==> src/rtl/ex_stage_pipe_pkg.sv <==
// ex_pkg: shared funct codes, MEM control bit indices and execute FSM states
package ex_pkg;
    localparam logic [2:0] FN_ADD  = 3'b000;
    localparam logic [2:0] FN_SUB  = 3'b001;
    localparam logic [2:0] FN_AND  = 3'b010;
    localparam logic [2:0] FN_OR   = 3'b011;
    localparam logic [2:0] FN_SLT  = 3'b100;
    localparam logic [2:0] FN_SHL  = 3'b101;
    localparam logic [2:0] FN_MUL  = 3'b110;
    localparam logic [2:0] FN_PASS = 3'b111;
    localparam int CTRL_JC  = 0;
    localparam int CTRL_J   = 1;
    localparam int CTRL_NEQ = 2;
    localparam int CTRL_RM  = 3;
    localparam int CTRL_WM  = 4;
    localparam int CTRL_WR  = 5;
    typedef enum logic [1:0] {
        IDLE     = 2'd0,
        MUL      = 2'd1,
        MUL_DONE = 2'd2
    } state_t;
endpackage

==> src/rtl/ex_stage_pipe_seq_mul.sv <==
// seq_mul: shift-add multiplier, one multiplier bit per cycle, WIDTH cycles per product
module seq_mul #(
    parameter int WIDTH = 8
) (
    input  logic             clock,
    input  logic             reset,
    input  logic             start,
    input  logic [WIDTH-1:0] a,
    input  logic [WIDTH-1:0] b,
    output logic             done,
    output logic [WIDTH-1:0] product
);
    localparam int CW = $clog2(WIDTH + 1);
    logic [CW-1:0]    cnt;
    logic [WIDTH-1:0] mc, mp, acc;
    // product includes the current step, so it is final while done is high and stays
    // final afterwards because the multiplier register has drained to zero
    assign product = acc + (mp[0] ? mc : '0);
    assign done    = cnt == CW'(1);
    // load operands on start, then retire one multiplier bit per cycle
    always_ff @(posedge clock or posedge reset) begin
        if (reset) begin
            cnt <= '0;
            mc  <= '0;
            mp  <= '0;
            acc <= '0;
        end else if (start) begin
            cnt <= CW'(WIDTH);
            mc  <= a;
            mp  <= b;
            acc <= '0;
        end else if (cnt != '0) begin
            cnt <= cnt - CW'(1);
            mc  <= mc << 1;
            mp  <= mp >> 1;
            acc <= product;
        end
    end
endmodule

==> src/rtl/ex_stage_pipe.sv <==
// ex_stage_pipe: handshaked execute stage with accumulator, carry flag and sequential multiplier
module ex_stage_pipe
    import ex_pkg::*;
#(
    parameter int WIDTH   = 8,
    parameter int FUNCT_W = 3,
    parameter int SH_W    = 3
) (
    input  logic               clock,
    input  logic               reset,
    input  logic               in_valid,
    output logic               in_ready,
    input  logic [WIDTH-1:0]   pc,
    input  logic [WIDTH-1:0]   reg_val,
    input  logic [WIDTH-1:0]   imm,
    input  logic [FUNCT_W-1:0] funct,
    input  logic               use_imm,
    input  logic               acc_wr,
    input  logic [5:0]         ctrl_in,
    output logic               out_valid,
    input  logic               out_ready,
    output logic [WIDTH-1:0]   result,
    output logic               zero,
    output logic               carry,
    output logic [WIDTH-1:0]   br_target,
    output logic [WIDTH-1:0]   rs_out,
    output logic [5:0]         ctrl_out,
    output logic               busy
);
    state_t           state, next;
    logic [WIDTH-1:0] a, b, alu_res, product, acc_q, bt_q, rs_q;
    logic [WIDTH:0]   sum, diff;
    logic [5:0]       ctrl_q;
    logic             alu_c, wr_q, accept, is_mul, slot_free, mul_done, fin_alu, fin_mul;
    assign a         = reg_val;
    assign b         = use_imm ? imm : acc_q;
    assign sum       = {1'b0, a} + {1'b0, b};
    assign diff      = {1'b0, a} - {1'b0, b};
    assign is_mul    = funct == FN_MUL;
    assign slot_free = !out_valid || out_ready;
    assign in_ready  = (state == IDLE) && slot_free;
    assign busy      = state == MUL;
    assign accept    = in_valid && in_ready;
    assign fin_alu   = accept && !is_mul;
    assign fin_mul   = ((state == MUL && mul_done) || state == MUL_DONE) && slot_free;
    seq_mul #(.WIDTH(WIDTH)) u_mul (
        .clock   (clock),
        .reset   (reset),
        .start   (accept && is_mul),
        .a       (a),
        .b       (b),
        .done    (mul_done),
        .product (product)
    );
    // single-cycle ALU result and carry/borrow
    always_comb begin
        alu_res = '0;
        alu_c   = 1'b0;
        case (funct)
            FN_ADD:  {alu_c, alu_res} = sum;
            FN_SUB:  {alu_c, alu_res} = diff;
            FN_AND:  alu_res = a & b;
            FN_OR:   alu_res = a | b;
            FN_SLT:  alu_res = {{(WIDTH-1){1'b0}}, $signed(a) < $signed(b)};
            FN_SHL:  alu_res = a << b[SH_W-1:0];
            FN_PASS: alu_res = b;
            default: alu_res = '0;
        endcase
    end
    // state register
    always_ff @(posedge clock or posedge reset) begin
        if (reset) state <= IDLE;
        else       state <= next;
    end
    // next state: a finished product waits in MUL_DONE only if the slot is still occupied
    always_comb begin
        next = state;
        if (state == IDLE && accept && is_mul)    next = MUL;
        else if (state == MUL && mul_done)        next = slot_free ? IDLE : MUL_DONE;
        else if (state == MUL_DONE && slot_free)  next = IDLE;
    end
    // operand side-band latch, output slot and accumulator write-back
    always_ff @(posedge clock or posedge reset) begin
        if (reset) begin
            bt_q      <= '0;
            rs_q      <= '0;
            ctrl_q    <= '0;
            wr_q      <= 1'b0;
            acc_q     <= '0;
            result    <= '0;
            zero      <= 1'b0;
            carry     <= 1'b0;
            br_target <= '0;
            rs_out    <= '0;
            ctrl_out  <= '0;
            out_valid <= 1'b0;
        end else begin
            if (accept) begin
                bt_q   <= pc + imm;
                rs_q   <= reg_val;
                ctrl_q <= ctrl_in;
                wr_q   <= acc_wr;
            end
            if (fin_alu) begin
                result    <= alu_res;
                zero      <= alu_res == '0;
                carry     <= alu_c;
                br_target <= pc + imm;
                rs_out    <= reg_val;
                ctrl_out  <= ctrl_in;
                if (acc_wr) acc_q <= alu_res;
            end else if (fin_mul) begin
                result    <= product;
                zero      <= product == '0;
                carry     <= 1'b0;
                br_target <= bt_q;
                rs_out    <= rs_q;
                ctrl_out  <= ctrl_q;
                if (wr_q) acc_q <= product;
            end
            out_valid <= (fin_alu || fin_mul) ? 1'b1 : (out_ready ? 1'b0 : out_valid);
        end
    end
endmodule
==> config.mk <==
export PLATFORM = sky130hd
export DESIGN_NAME = ex_stage_pipe
export DESIGN_NICKNAME = d
export VERILOG_FILES = /design/src/rtl/ex_stage_pipe_pkg.sv /design/src/rtl/ex_stage_pipe_seq_mul.sv /design/src/rtl/ex_stage_pipe.sv
export SDC_FILE = /design/constraint.sdc
export NUM_CORES = 1
export LEC_CHECK = 0
export ABC_AREA = 0
export CAP_MARGIN = 20
export CORE_UTILIZATION = 59
export CTS_BUF_LIST = sky130_fd_sc_hd__clkbuf_8
export CTS_CLUSTER_SIZE = 28
export DETAILED_ROUTE_END_ITERATION = 16
export PLACE_DENSITY = 0.84
export SETUP_SLACK_MARGIN = 0.15
export SYNTH_ARGS = -nofsm -noshare
export SYNTH_HDL_FRONTEND = slang
export SYNTH_HIERARCHICAL = 1
export SYNTH_SLANG_ARGS = --single-unit
==> constraint.sdc <==
create_clock -name clock -period 3.7 [get_ports clock]
set_input_delay 0.555 -clock clock [delete_from_list [all_inputs] [get_ports clock]]
set_output_delay 0.555 -clock clock [all_outputs]
set_load 0.005 [all_outputs]
======== Word level (Yosys, flattened, before mapping) ========
Cells that the tools add are included.
W data, S select, Z words.
storage, ports and cells
  bits in registers ....................... 94
  RAM bits ................................ 0
  memories kept ........................... 0
  memory bits (read-only) ................. 0
  bits in latches ......................... 0
cells by class
  multiplexer cells ....................... 34
  multipliers ............................. 0
  reductions and logical operators ........ 25
  equal/unequal tests ..................... 11
  $lt $le $gt $ge ......................... 1
  bitwise operators ....................... 2
  add/subtract/negate cells ............... 5
  div/mod/pow operators ................... 0
  shifts and indexed selects .............. 1
operators by type and width
  cell                   number
  $mux W8                18
  $pmux W8 S7            1
  $add A8 B8 Y8          2
  $logic_not A8 Y1       2
  $eq A3 B3 Y1 const B   4
  $mux W6                2
  $add A8 B8 Y9          1
  $logic_and A1 B1 Y1    9
  $sub A8 B8 Y9          1
  $and A8 B8 Y8          1
  $lt A8 B8 Y1           1
  $mux W2                4
  $mux W4                2
  $or A8 B8 Y8           1
  $reduce_bool A2 Y1     4
  $shl A8 B3 Y8          1
  $eq A3 B2 Y1 const B   2
  $mux W1                6
  $eq A4 B1 Y1 const B   1
  $reduce_bool A4 Y1     1
  $sub A4 B1 Y4 const B  1
  $eq A3 B1 Y1 const B   1
  $logic_not A3 Y1       1
  $logic_or A1 B1 Y1     3
  8 further kinds        9

======== Logic depth before layout (Yosys ltp) ========
Gate-level depths: netlist of run 1.
  word-level depth ........................ 7
  gate-level depth with buffers ........... 14

======== By module ========
Netlist of run 1, hierarchy kept.
modules (own cells, without submodules)
  module         area each (um2)  times used  cells an instance
  ex_stage_pipe  4,667.0          1           505
  seq_mul        1,644.1          1           174

======== Worst setup path before layout of run 1 ========
Ideal clock, no wire load.
  path type ............................... input -> register
  start ................................... in use_imm
  end ..................................... reg acc_q[6]
  stages .................................. 14
  required time ........................... 3.575 ns
  library setup time ...................... 0.125 ns
  arrival time ............................ 3.180 ns
  setup slack ............................. 0.395 ns
  cells stage by stage .................... buf_6 mux2i_2 buf_6 inv_1 ha_1 inv_1 fa_1 nor2b_1 o311ai_0 mux2i_1 nor2_1 nor4_2 o21ai_1 mux2_2
between the ends
  cells in the longest elaborated chain, start to end .. 5
  elaborated cells on any way between the ends .. 9
  classes of those cells .................. 2 x add/sub; 1 x shift; 4 x mux; 2 x bitwise
ends and longest elaborated chain
  what                                   RTL line              RTL
  start: declaration                     ex_stage_pipe.sv:17   input logic use_imm,
  $mux W8 *                              ex_stage_pipe.sv:36   assign b = use_imm ? imm : acc_q;
  net b[0]                               ex_stage_pipe.sv:31   logic [WIDTH-1:0] a, b, alu_res, product, acc_q, bt_q, rs_q;
  $sub A8 B8 Y9 (tied with other cells)  ex_stage_pipe.sv:38   assign diff = {1'b0, a} - {1'b0, b};
  $pmux W8 S7 *                          ex_stage_pipe.sv:59   case (funct)
  $mux W8 *                              ex_stage_pipe.sv:111  if (acc_wr) acc_q <= alu_res;
  $mux W8 *                              ex_stage_pipe.sv:104  if (fin_alu) begin
  end signal: assignment                 ex_stage_pipe.sv:111
  end signal: assignment                 ex_stage_pipe.sv:119  if (wr_q) acc_q <= product;
  end: declaration                       ex_stage_pipe.sv:31
Mark *: on every way through the listed nets, which the timed path passes. The rest lies on a longest branch. The select of a mux whose other input is x is not followed.
A chain may end at the register's enable or synchronous reset.

======== Worst setup path in the final report of run 1 ========
  start ................................... in use_imm
  end ..................................... reg result[6]
between the ends
  cells in the longest elaborated chain, start to end .. 4
  elaborated cells on any way between the ends .. 8
  classes of those cells .................. 2 x add/sub; 1 x shift; 3 x mux; 2 x bitwise
ends and longest elaborated chain
  what                                   RTL line              RTL
  $mux W8 *                              ex_stage_pipe.sv:36
  net b[0]                               ex_stage_pipe.sv:31
  $sub A8 B8 Y9 (tied with other cells)  ex_stage_pipe.sv:38
  $pmux W8 S7 *                          ex_stage_pipe.sv:59
  $mux W8 *                              ex_stage_pipe.sv:104
  end signal: assignment                 ex_stage_pipe.sv:105  result <= alu_res;
  end signal: assignment                 ex_stage_pipe.sv:113  result <= product;
  end: declaration                       ex_stage_pipe.sv:22   output logic [WIDTH-1:0] result,
Mark *: on every way through the listed nets, which the timed path passes. The rest lies on a longest branch.

==> results of run 1 <==
==> cells by family (layout without fill, tap and decap cells) <==
group,count (synthesis),count (layout)
simple gates,198,198
buf+inv,65,173
xor+xnor,20,20
mux,72,72
fa+ha+maj,49,49
flops,94,94
compound gates,181,181
==> per-stage QoR <==
stage	cells	power, W	setup WS [ps]
global placement	907	0.004168	23.42
floorplan	679	0.003250	395.3
detailed placement	907	0.004268	-51.00
global route	923	0.005317	194.2
finish	923	0.004973	291.1
CTS	922	0.004963	327.9
==> final cells by class <==
class / count / area, um2 / share of cell area [%]
clock buffer: 10 / 137.6 / 1.790
inverter: 34 / 132.6 / 1.725
multi-input combinational: 520 / 3699 / 48.10
tap: 136 / 170.2 / 2.213
timing repair buffer: 124 / 1146 / 14.90
sequential: 94 / 2352 / 30.59
clock inverter: 5 / 52.55 / 0.6834
==> flip-flops by register name, summed over array words and instances, names as in the netlist, 2 cells and up <==
register and count:
acc_q 8, br_target 8, bt_q 8, ctrl_out 6, ctrl_q 6, result 8, rs_out 8, rs_q 8
state 2, u_mul/acc 8, u_mul/cnt 4, u_mul/mc 8, u_mul/mp 8
==> metal layers <==
metal | vias up | global-route usage [%]
met4 | 0 | 12.78
met1 | 2697 | 43.71
li1 | 2610 | -
met3 | 39 | 6.246
met2 | 201 | 54.89
met5 | - | 0.9524
==> repair_timing <==
item                       CTS  global route
setup buffers                0             0
resized for setup            0             1
setup endpoints to repair    0             2
==> critical path, cell delays in order <==
cell and delay (ps):
clkdlybuf4s50_1 560, mux2i_2 310, inv_1 120, buf_4 160, ha_1 210, fa_1 410
a21o_1 190, a21oi_2 160, or4b_2 140, a21oi_1 70, nor4_2 350, o21ai_1 140
mux2_2 280
==> power by group through the flow <==
stage,clock (W),sequential (W),combinational [W]
after floorplan,0,0.00171,0.00154
after global placement,0,0.00173,0.00244
after detailed placement,0,0.00176,0.00251
after CTS,0.000696,0.00175,0.00252
after global routing,0.000732,0.00180,0.00278
final,0.000680,0.00175,0.00254
==> placed cells by master (no fill, tap or decap), drive strengths merged, types with 5 or more instances in the layout <==
| cell type | count |
|---|---|
| ha | 45 |
| nand2 | 90 |
| clkdlybuf4s50 | 73 |
| o21bai | 7 |
| o211ai | 7 |
| xnor2 | 15 |
| a31oi | 7 |
| and2 | 11 |
| nor2 | 35 |
| buf | 51 |
| clkbuf | 10 |
| dfrtp | 94 |
| mux2i | 48 |
| mux2 | 23 |
| nor2b | 15 |
| a211oi | 12 |
| o21ai | 66 |
| nor3 | 9 |
| xor2 | 5 |
| nand3 | 9 |
| a21oi | 40 |
| a21o | 9 |
| inv | 36 |
| nand2b | 9 |
==> worst min path at each step <==
| stage | from | cells after the start | to | slack [ps] |
|---|---|---|---|---|
| after global routing | reset | 2 | state[1]$_DFFE_PP0P_ | 370 |
| after CTS | reset | 2 | state[1]$_DFFE_PP0P_ | 360 |
| after detailed placement | rs_q[5]$_DFFE_PP0P_ | 2 | rs_q[5]$_DFFE_PP0P_ | 470 |
| after floorplan | acc_q[4]$_DFFE_PP0P_ | 2 | acc_q[4]$_DFFE_PP0P_ | 450 |
| final | reset | 2 | state[1]$_DFFE_PP0P_ | 380 |
| after global placement | rs_q[7]$_DFFE_PP0P_ | 2 | rs_q[7]$_DFFE_PP0P_ | 460 |
==> reports/metrics.yaml, run 1 <==
highest_layer: "met4"
hpwl_um: 13470
crit_type: "input pin to register"
hp-class: "input pin to async pin"
antennaDiodeCount: 0
wl_per_cell_um: 19.07
yosysMostFrequentCell: "dfrtp_1"
synth_top_family_by_area: "compound AO/OA/AOI/OAI gates"
holdWs_ps: 376.5
slew_viol_final: 0
synth_edf_count: 0
cts_tree: "yes"
synth_xor_area_share_pct: 2.776
pwr-share-clk_pct: 13.7
synth_cells: 679
ant_nets: 0
wl_met1_um: 7676
clock_latency_ps: 380
synthArstFlopShare_pct: 100.0
required_ps: 3970
clock_tree.root_cell: "clkbuf_8"
p_per_area_nw_per_um2: 646.7
setup_violations: 0
drive_gt1_share_pct: 13.47
reg2reg_from: "acc_q[0]$_DFFE_PP0P_"
placed_area_um2: 7468
syn_nets: 767
synth.largest_area_cell: "dfrtp_1"
ys_seq_area_share_pct: 37.27
vias: 5547
max_freq_ghz: 0.2934
yosys_register_bits: 94
maxSlewHeadroom_pct: 49.41
synth_compound_area_share_pct: 18.02
yosys-top-cells-count: "dfrtp_1 (94), nand2_1 (90), o21ai_0 (62), mux2i_1 (46), ha_1 (45)"
ys_types: 65
synth_area_per_cell_um2: 9.295
tightest_slew_ps: 757.0
drt_iter0_drc: 469
clock_path_buffers: 2
endpoint_kind: "register"
maxCapViolCount: 0
finalClockSkew_ps: 12.24
fillers: 769
period_needed_ps: 3409
regToRegEndpoint: "result[6]$_DFFE_PP0P_"
grt_overflow: 0
wl_met2_um: 8419
startpoint: "use_imm"
vdd_drop_max_mv: 0.4061
grt_max_degree: 50
grt_use_total_pct: 33.41
crit_arrival_ps: 3680
totalNegativeSetupSlack_ps: 0
p_sw_w: 0.001933
die_x_um: 105.4
cts_hold_buf: 0
finalInstanceArea_um2: 7690
p_sw_share_pct: 38.87
seqPwrFrac_pct: 35.2
core_um2: 10370
clock_sinks: 94
synthMuxAreaShare_pct: 12.33
status: "complete, no violations"
finalCritPeriodShare_pct: 92.13
synth_ff_type: "dfrtp_1"
die_h_um: 105.4
fin_util_pct: 74.16
r2r_slack_ps: 710
combPwrFrac_pct: 51.1
reg2reg_depth: 12
vias_per_cell: 6.010
nets: 871
h-tree-depth: 3
start_util_pct: 60.86
routed_wl_um: 17600
worstPathMaxFanout: 4
rsz0062_at_grt: "no"
critPathLaunchType: "input pin"
dieArea_um2: 11110
grt_pass1_wl_um: 28570
synth-simple-area-share_pct: 14.83
yosys-top-cells-area: "dfrtp_1 (37%), ha_1 (8.9%), mux2i_1 (7.3%)"
io_buffers: 73
grt_pass1_vias: 5448
p_leak_nw: 3.514
p_int_w: 0.003040
rows: 37
ioPinCount: 74
drt-pass1-iter-count: 7
synth_area_um2: 6311
hold_viol_final: 0
antenna_found_initial: 0
cp-endpoint: "result[6]$_DFFE_PP0P_"
numCtsBuffers: 9
clk_pin_slew_ps: 90
globalplace.congestion: 0.9976
syn_to_final_growth_pct: 21.85
yosysWarnings: 6
synth-adder-area-share_pct: 10.19
drc: 0
yosys.area.top_type_share_pct: 37.27
route.met3.wl_um: 955
Power figures use the tool's default switching activity.
==> run 2: changes to the inputs <==
==> constraint.sdc (replaced) <==
create_clock -name clock -period 3.7 [get_ports clock]
set_input_delay 0.74 -clock clock [delete_from_list [all_inputs] [get_ports clock]]
set_output_delay 0.74 -clock clock [all_outputs]
set_load 0.005 [all_outputs]
==> run 2 against run 1 <==
Critical endpoint is now zero$_DFFE_PP0P_. Die area is the same. Total power up 2.8%. Clock power increased by 6.0%. Non-clock buffer count rose by 19. Clock skew is 3.9 ps lower. Global-route usage up 1.1 points. Flip-flop and latch count stayed put. Critical path depth grew 2. Utilization increased by 1.7 points. Cell count is 2.2% higher. Highest routed layer unchanged. Maximum frequency increased by 1.1%.
==> reports/metrics.yaml, run 2 (synthesis results as in run 1) <==
drt-pass1-iter-count: 7  # unchanged
finalInstanceArea_um2: 7865  # +2.3%
vdd_drop_max_mv: 0.4209  # +3.7%
wl_per_cell_um: 19.44  # +1.9%
tightest_slew_ps: 741.6  # -15.42 ps
dieArea_um2: 11110  # unchanged
clock_latency_ps: 370  # about the same
numCtsBuffers: 9  # unchanged
drive_gt1_share_pct: 16.23  # +2.8 points
r2r_slack_ps: 760  # +50 ps
routed_wl_um: 18330  # +4.1%
grt_pass1_vias: 5768  # +5.9%
start_util_pct: 60.86  # unchanged
nets: 890  # +2.2%
pwr-share-clk_pct: 14.1  # +0.4 points
p_sw_w: 0.002006  # +3.7%
die_x_um: 105.4  # unchanged
maxSlewHeadroom_pct: 50.44  # +1.0 points
grt_use_total_pct: 34.47  # +1.1 points
clock_tree.root_cell: "clkbuf_8"
ant_nets: 0  # unchanged
ioPinCount: 74  # unchanged
maxCapViolCount: 0  # unchanged
antennaDiodeCount: 0  # unchanged
drc: 0  # unchanged
h-tree-depth: 3  # unchanged
max_freq_ghz: 0.2965  # +1.1%
required_ps: 4010  # +40 ps
combPwrFrac_pct: 51.4  # +0.3 points
grt_max_degree: 51  # +2.0%
status: "complete, no violations"
endpoint_kind: "register"
hpwl_um: 13950  # +3.5%
p_sw_share_pct: 39.25  # +0.37 points
syn_to_final_growth_pct: 24.62
seqPwrFrac_pct: 34.4  # -0.8 points
crit_arrival_ps: 3680  # about the same
layout_common_cells: "dfrtp_1 (94), nand2_1 (90), clkdlybuf4s50_1 (72)"
cts_hold_buf: 0  # unchanged
grt_pass1_wl_um: 29480  # +3.2%
antenna_found_initial: 0  # unchanged
drt_iter0_drc: 429  # -8.5%
clock_path_buffers: 2  # unchanged
die_h_um: 105.4  # unchanged
vias_per_cell: 6.070  # +1.0%
period_needed_ps: 3373  # -35.91 ps
hp-class: "register to register"
grt_overflow: 0  # unchanged
fillers: 737  # -4.2%
crit_type: "input pin to register"
setup_violations: 0  # unchanged
clk_pin_slew_ps: 100  # about the same
clock_sinks: 94  # unchanged
rsz0062_at_grt: "no"
worstPathMaxFanout: 3  # -1
globalplace.congestion: 0.9782  # -1.9%
finalClockSkew_ps: 8.288  # -3.950 ps
critPathLaunchType: "input pin"
placed_area_um2: 7604  # +1.8%
power_w: 0.005110  # +2.8%
p_per_area_nw_per_um2: 649.8  # +0.47%
rows: 37  # unchanged
slew_viol_final: 0  # unchanged
layout.cells.most_common: "dfrtp_1"
hold_viol_final: 0  # unchanged
io_buffers: 73  # unchanged
p_int_w: 0.003105  # +2.1%
p_leak_nw: 3.619  # +3.0%
finalCritPeriodShare_pct: 91.16  # -0.97 points
core_um2: 10370  # unchanged
vias: 5724  # +3.2%
cts_tree: "yes"
## run 2: worst max-delay path, stage by stage
cell and delay [ps]:
clkdlybuf4s50_1 520, mux2i_2 100, inv_1 130, ha_1 190, inv_1 60, fa_1 370
nor2b_1 180, o311ai_1 230, buf_4 170, mux2i_1 180, nor2_1 70, nor4_2 280
buf_4 180, o211a_1 130, a41o_1 160
## run 2: repair_timing
action	in CTS	in global routing
gates cloned	0	0
gates resized for setup	0	7
endpoints found under the hold margin	0	0
pin swaps	1	1
setup buffers	0	1
endpoints found under the setup margin	2	9
## run 2: layer usage
metal  GRT usage [%]  up-vias  part of all wire (%)
met5               0        -                     0
met4           15.49        0                   3.6
met3           4.205       51                   6.4
met2           56.44      252                    48
met1           45.96     2768                    42
li1                -     2653                     -
## run 2: final timing paths
check                                         from                  endpoint  cells after the start
setup reg to reg           u_mul/mp[0]$_DFFE_PP0P_          zero$_DFFE_PP0P_                     11
min in group asynchronous                    reset  u_mul/acc[7]$_DFFE_PP0P_                      2
max in group asynchronous                    reset     rs_out[4]$_DFFE_PP0P_                      3
hold / removal                 rs_q[7]$_DFFE_PP0P_       rs_q[7]$_DFFE_PP0P_                      2
hold reg to reg                rs_q[7]$_DFFE_PP0P_       rs_q[7]$_DFFE_PP0P_                      2
setup / recovery                            imm[0]          zero$_DFFE_PP0P_                     15
## run 2: power by group through the flow
stage | sequential (W) | combinational, W | clock (W)
final | 0.00176 | 0.00263 | 0.000721
after global placement | 0.00173 | 0.00248 | 0
after floorplan | 0.00171 | 0.00154 | 0
after global routing | 0.00180 | 0.00286 | 0.000769
after CTS | 0.00175 | 0.00258 | 0.000733
after detailed placement | 0.00177 | 0.00257 | 0
## run 2: per-stage QoR
stage / utilization [%] / setup TNS [ps] / setup WS, ps / hold slack [ps] / cells
after global routing: 75.84 / 0 / 187.6 / 522.1 / 943
after detailed placement: 73.32 / -1352 / -259.1 / 474.8 / 925
after floorplan: - / 0 / 210.3 / 449.2 / 679
after CTS: 75.31 / 0 / 158.4 / 494.6 / 941
final: 75.84 / 0 / 327.0 / 491.8 / 943
after global placement: 73.32 / -925.5 / -195.5 / 462.0 / 925
## run 2: layout make-up
cell class                      count  area (um2)  area share (%)
Clock buffer                       10       137.6           1.750
Clock inverter                      6       68.82          0.8750
Inverter                           34       132.6           1.686
Multi-Input combinational cell    520        3712           47.20
Sequential cell                    94        2352           29.91
Tap cell                          136       170.2           2.164
Timing Repair Buffer              143        1291           16.42
==> run 3: changes to the inputs <==
--- a/config.mk
+++ b/config.mk
@@ -6,7 +6,7 @@
 export NUM_CORES = 1
 export LEC_CHECK = 0
 export ABC_AREA = 0
-export CAP_MARGIN = 20
+export CAP_MARGIN = 40
 export CORE_UTILIZATION = 59
 export CTS_BUF_LIST = sky130_fd_sc_hd__clkbuf_8
 export CTS_CLUSTER_SIZE = 28
==> run 3 against run 2 <==
First-iteration DRC count is 4.0% lower. Flip-flop and latch count is the same. Wire length decreased by 1.4%. Critical path depth decreased by 1. Total power fell by 0.14%. Sequential power about the same. Clock skew up 2.2 ps. Register-to-register slack got worse by 80 ps. Clock power about the same. Largest cell class unchanged. Highest routed layer unchanged.
==> reports/metrics.yaml, run 3 (synthesis results as in run 1) <==
path_cells: "clkdlybuf4s50_1, mux2i_2, inv_1, ha_1, inv_1, fa_1, nor2b_1, o311ai_1, buf_4, a21oi_1, o22ai_1, a31oi_1, a21oi_1, mux2_2"
slew_viol_final: 0  # unchanged
fin_util_pct: 75.81  # about the same
hold-path-endpoint: "bt_q[3]$_DFFE_PP0P_"
vias_per_cell: 6.057  # -0.21%
crit_path_top_delay_cell: "clkdlybuf4s50_1"
endpoint_kind: "register"
nets: 889  # -0.11%
start_util_pct: 60.86  # unchanged
drc: 0  # unchanged
r2r_slack_ps: 680  # -80 ps
finalCritPeriodShare_pct: 88.24  # -2.9 points
reg2reg_from: "u_mul/mp[0]$_DFFE_PP0P_"
max_freq_ghz: 0.3063  # +3.3%
cts_tree: "yes"
crit_arrival_ps: 3570  # -110 ps
status: "complete, no violations"
drive_gt1_share_pct: 16.00  # -0.23 points
clock_path_buffers: 2  # unchanged
finalClockSkew_ps: 10.50  # +2.211 ps
syn_to_final_growth_pct: 24.56  # about the same
globalplace.congestion: 0.9782  # unchanged
clock_sinks: 94  # unchanged
ant_nets: 0  # unchanged
rsz0062_at_grt: "no"
hold_viol_final: 0  # unchanged
grt_pass1_vias: 5808  # +0.69%
h-tree-depth: 3  # unchanged
grt_pass1_wl_um: 29340  # -0.49%
die_x_um: 105.4  # unchanged
grt_max_degree: 51  # unchanged
worstHoldPathCells: 2  # unchanged
clk_pin_slew_ps: 100  # about the same
die_h_um: 105.4  # unchanged
fillers: 713  # -3.3%
clock_latency_ps: 370  # about the same
crit_type: "input pin to register"
hp-class: "register to register"
rows: 37  # unchanged
drt_iter0_drc: 412  # -4.0%
drt-pass1-iter-count: 6  # -1
tightest_slew_ps: 730.1  # -11.49 ps
reg2reg_depth: 11  # unchanged
maxSlewHeadroom_pct: 51.21  # +0.77 points
dieArea_um2: 11110  # unchanged
vias: 5706  # -0.31%
ioPinCount: 74  # unchanged
grt_use_total_pct: 34.16  # -0.31 points
slowest_delay_ps: 520  # about the same
vdd_drop_max_mv: 0.3869  # -8.1%
totalNegativeSetupSlack_ps: 0  # unchanged
worstPathMaxFanout: 3  # unchanged
path_buf_inv: 4  # -1
period_needed_ps: 3265  # -108.2 ps
setup_violations: 0  # unchanged
crit_family: "compound AO/OA/AOI/OAI gates"
wl_per_cell_um: 19.18  # -1.3%
antennaDiodeCount: 0  # unchanged
p_per_area_nw_per_um2: 649.2  # about the same
hpwl_um: 13960  # about the same
clock_tree.root_cell: "clkbuf_8"
critPathLaunchType: "input pin"
regToRegEndpoint: "zero$_DFFE_PP0P_"
antenna_found_initial: 0  # unchanged
hp-start: "bt_q[3]$_DFFE_PP0P_"
p_leak_nw: 3.618  # about the same
core_um2: 10370  # unchanged
layout.cells.most_common: "dfrtp_1"
numCtsBuffers: 9  # unchanged
layout_common_cells: "dfrtp_1 (94), nand2_1 (90), clkdlybuf4s50_1 (72)"
routed_wl_um: 18070  # -1.4%
maxCapViolCount: 0  # unchanged
grt_overflow: 0  # unchanged
io_buffers: 73  # unchanged
required_ps: 4010  # about the same
[run 3: cell types whose count changed in the layout (fill, tap and decap cells not counted)]
| cell | previous run | this run |
|---|---|---|
| a2111oi_1 | 0 | 1 |
| a2111oi_2 | 1 | 0 |
| buf_4 | 68 | 67 |
| nor4_2 | 1 | 0 |
| nor4_4 | 0 | 1 |
[run 3: worst max path at each step]
stage | depth (start not counted) | to | startpoint | slack (ps)
after detailed placement | 14 | result[6]$_DFFE_PP0P_ | use_imm | -220
final | 14 | result[0]$_DFFE_PP0P_ | imm[0] | 440
after global routing | 14 | result[0]$_DFFE_PP0P_ | imm[0] | 230
after floorplan | 14 | acc_q[6]$_DFFE_PP0P_ | use_imm | 210
after global placement | 14 | acc_q[6]$_DFFE_PP0P_ | use_imm | -200
after CTS | 14 | result[6]$_DFFE_PP0P_ | use_imm | 150
[run 3: cell type report]
| class | instances | area (um2) | share of cell area, % |
|---|---|---|---|
| flip-flops and latches | 94 | 2352 | 29.92 |
| repair buffers | 142 | 1284 | 16.33 |
| multi-input cells | 520 | 3716 | 47.27 |
| inverters | 34 | 132.6 | 1.687 |
| well taps | 136 | 170.2 | 2.165 |
| clock buffers | 10 | 137.6 | 1.751 |
| clock inverters | 6 | 68.82 | 0.8754 |
[run 3: repair_timing]
item	CTS	global route
resized for setup	0	7
buffers inserted	0	0
setup endpoints to repair	0	9
endpoints found under the hold margin	0	0
hold buffers	0	0
[run 3: power breakdown]
part           leakage, nW  switching, W  internal, W
combinational         2.33       0.00132      0.00130
sequential            1.19      0.000289      0.00147
clock                0.103      0.000387     0.000336
total                 3.62       0.00200      0.00310
[run 3: layer usage]
layer | part of all wire, % | wire, um | GRT usage, %
met1 | 43 | 7740 | 44.62
met2 | 48 | 8614 | 56.34
met3 | 5.6 | 1016 | 4.886
met4 | 3.9 | 697 | 15.59
met5 | 0 | 0 | 0
[run 3: worst reg2reg max path, stage by stage (launching register included)]
cell	delay (ps)
dfrtp_1	510
and2_1	230
ha_1	240
fa_1	460
a211oi_1	230
o21bai_1	120
a21oi_1	280
xnor2_1	160
nor4_1	280
nand3_1	110
a21oi_1	220
a41o_1	130
[run 3: stage by stage]
stage,setup slack (ps),instance area (um2),power (W),cells,hold WS (ps)
after floorplan,210.3,6311,0.003250,679,449.2
after global placement,-195.5,7604,0.004215,925,462.0
after detailed placement,-224.4,7631,0.004348,926,474.6
after CTS,153.2,7838,0.005072,942,498.1
after global routing,225.8,7861,0.005428,942,521.9
final,435.2,7861,0.005103,942,495.3
